--- config.mk ---
export PLATFORM = sky130hd
export DESIGN_NAME = skolem_golden
export DESIGN_NICKNAME = d
export VERILOG_FILES = /design/src/rtl/skolem_chk_pkg.sv /design/src/rtl/skolem_chk_golden.sv
export SDC_FILE = /design/constraint.sdc
export NUM_CORES = 1
export LEC_CHECK = 0
export ABC_CLOCK_PERIOD_IN_PS = 1100
export BUFFER_PORTS_ARGS = -buffer_cell sky130_fd_sc_hd__buf_2
export CAP_MARGIN = 15
export CORE_AREA = 3 3 40 42
export DETAILED_ROUTE_END_ITERATION = 8
export DIE_AREA = 0 0 43 45
export SYNTH_ARGS = -nofsm -noshare
export SYNTH_HDL_FRONTEND = slang
export SYNTH_SLANG_ARGS = --single-unit
--- constraint.sdc ---
create_clock -name vclk -period 1.1
set_input_delay 0.11 -clock vclk [all_inputs]
set_output_delay 0.11 -clock vclk [all_outputs]
set_load 0.01 [all_outputs]
--- src/rtl/skolem_chk_pkg.sv ---
// Shared types and golden relation for the xor-implies Skolem sweep checker.
package skolem_chk_pkg;

  localparam int N_IN_DEF  = 8;
  localparam int N_OUT_DEF = 8;
  localparam int VEC_COUNT = 1 << N_IN_DEF;

  typedef enum logic [1:0] {IDLE, RUN, DRAIN, DONE} state_e;

  // y[0] must be the XNOR-reduce of the live inputs, every other live output must be 1.
  function automatic logic golden_ok(input logic [31:0] x, input logic [31:0] y,
                                     input int unsigned nin, input int unsigned nout);
    logic [31:0] xm;
    logic [31:0] hi;
    xm = x & ((32'd1 << nin) - 32'd1);
    hi = ((32'd1 << nout) - 32'd1) & ~32'd1;
    return (y[0] == ~^xm) && ((y & hi) == hi);
  endfunction

endpackage

--- src/rtl/skolem_chk_golden.sv ---
// Combinational golden-relation wrapper; swap this to check another benchmark family.
module skolem_golden
  import skolem_chk_pkg::*;
#(
  parameter int N_IN  = N_IN_DEF,
  parameter int N_OUT = N_OUT_DEF
) (
  input  logic [N_IN-1:0]  x,
  input  logic [N_OUT-1:0] y,
  output logic             ok
);
  assign ok = golden_ok(32'(x), 32'(y), N_IN, N_OUT);
endmodule

==> results by stage <==
Status:
- The run finished, with violations left.
- The final reports fail on negative setup slack.

Final layout:
- The final layout net count is 45.
- Across the whole layout, storage elements account for 0 um2.
- In the layout the commonest cells are buf_2 (16), xnor2_1 (2).
- The number of standard cells in the layout, taps in and fillers out is 42.
- The layout-stage area growth over the synthesis result is 109%.
- The total number of sequential cells is 0.
- The post-route core utilization is 0.187.
- The final-layout clock buffer total is 0.
- The most common library cell in the layout ignoring fill and taps is buf_2.
- The fraction of layout cells with a size suffix above 1 is 0.778.
- The antenna cell count is 0.
- The final-layout fill cell count is 142.

Critical path:
- Following the worst setup path forward leads to its endpoint at ok.
- STA puts the critical path data arrival time at 1.17 ns.
- The launching element of the worst setup path is x[7].
- STA classifies the critical path startpoint as an input port.
- The element type at the critical path end is an output pin.
- The worst setup path is of the input port to output pin kind.
- Of all nets on the critical path, the largest fanout is 1.
- At the worst endpoint, the required time is 0.99 ns.

Timing:
- The final critical-path share of the clock period is 1.17.
- Setup repair after global routing could not meet its margin everywhere.
- The setup slack of the critical path after layout is -0.185 ns.
- In the final timing run, aggregate negative setup slack is -0.185 ns.
- After layout, the minimum clock period comes to 1.28 ns.
- The relative slew slack is 0.759.
- For the pin with the worst max-slew slack, the measured transition is 0.360 ns.
- Setup violations remaining at the end of the flow were counted as 1.
- Timing would allow up to 778 MHz.
- The final hold violation count was 0.
- The count of pins over their slew limit is 0.

Routing:
- The count of unresolved DRC violations after routing is 0.
- Wires add up to ~300 um.
- Using the TritonRoute via totals, the vias-per-cell ratio works out to 3.05.
- For this block, the via count after detailed routing is 128.
- The count of nets left with antenna violations once routing finished came out at 0.
- The number of violations reported at the end of detailed-routing iteration 0 is 0.
- The per-cell routed wire length is a little over 7 um.
- For this run, the detailed router's first-pass iteration total came to 1.

Die:
- Row generation in the floorplan step produced 13 rows.
- In this run the vertical extent of the chip is 45 um.
- The I/O pin count is 17.
- The die area is 0.00194 mm2.
- The initial utilization of the core area, before any placement, comes to 0.0896.
- The standard cell core area is about 0.0013 mm2.
- In this run the horizontal extent of the chip is 43 um.

Logic synthesis:
- For this run, the register share of the synthesized area comes to 0.
- In this run the mean area of a mapped cell was 11.5 um2.
- Of all cell types, the one taking the most synthesized area is xnor2_4.
- The cell area after synthesis is between 100 and 150 um2.
- The number of distinct library cell variants in the gate-level netlist after synthesis is 7.
- The top cell type's share of synthesized area is 0.239.
- The number of synthesis warnings is 0.
- Sorting the synthesized cells by area gives the leading types as xnor2_4 (24%), xnor2_1 (23%), xnor3_1 (20%).
- The number of nets in the synthesized netlist is 26.
- The number of instances in the synthesized netlist is 10.

Hold path:
- In this run the worst hold path is classified as input port to output pin.

Global routing:
- The aggregate global routing overflow is 0.
- The pin count of the biggest net entering global routing is 2.
- The number of antenna violations at the first check in global routing was 0.
- The global-route wire length before repair is 469 um.
- In the global route stage, overall resource usage came out at 0.0307.
- The number of global-route vias before repair is 126.

Power:
- The power density of the placed cells is a little under 500 mW/mm2.
- The analysis attributes to cell leakage a power of 0.119 nW.
- The maximum VDD drop is 0.226 mV.

Job:
- Across the run, the number of max-cap violations was 0.

Place:
- The number of placed instances, taps included, is 42.
- The pre-CTS setup slack is -0.241 ns.
- The congestion estimate from routability-driven global placement came to 0.614.
- Port buffering added 17 buffers.

Clock tree:
- For this design, the CTS-stage hold fixing added 0 buffers.
## Yosys cell counts
cell / n
xnor2_1: 3
xor2_1: 2
nand3_1: 1
nand4_1: 1
nor3_2: 1
xnor2_4: 1
xnor3_1: 1
## logic make-up (layout without fill, tap and decap cells)
group | count (synthesis) | in the layout | share of synthesized area
xor+xnor | 7 | 7 | 0.815
buf+inv | 0 | 17 | 0
simple gates | 3 | 3 | 0.185
## worst max-delay path, cell delays in order
cell     delay, ns
buf_6         0.10
xor2_2        0.14
xnor3_1       0.41
xnor2_1       0.15
nor3_2        0.11
buf_2         0.15
## area by class of cell
| class | count | area (um2) | area share |
|---|---|---|---|
| tap | 15 | 18.8 | 0.0781 |
| timing repair buffer | 17 | 91.3 | 0.380 |
| multi-input combinational | 10 | 130 | 0.542 |
## metrics by stage
stage	area, um2	power (mW)	hold WS [ns]
2_1_floorplan	115	0.0714	0.334
3_3_place_gp	219	0.108	0.567
3_5_place_dp	219	0.108	0.567
4_1_cts	225	0.111	0.568
5_1_grt	240	0.125	0.579
6_report	240	0.115	0.558
## report_power, final
group / switching [mW] / internal, mW / total [mW]
Clock: 0 / 0 / 0
Sequential: 0 / 0 / 0
Combinational: 0.0407 / 0.0748 / 0.115
Total: 0.0407 / 0.0748 / 0.115
## what timing repair did
item                       CTS  global route
gates resized for setup      1             2
setup endpoints to repair    1             1
setup buffers                0             0
hold endpoints to repair     0             0
pin swaps                    1             0
## worst min-delay path by stage
stage                     start  endpoint  depth (start not counted)  slack [ns]
after floorplan            y[2]        ok                          2        0.33
after global placement     y[2]        ok                          4        0.57
after detailed placement   y[2]        ok                          4        0.57
after CTS                  y[2]        ok                          4        0.57
after global routing       y[1]        ok                          4        0.58
final                      y[2]        ok                          4        0.56
## layer usage
metal | part of all wire | global-route usage
met5 | 0 | 0
met4 | 0 | 0
met1 | 0.52 | 0.0550
met2 | 0.20 | 0.0419
met3 | 0.27 | 0
No activity file was read; power rests on OpenSTA's default activity.
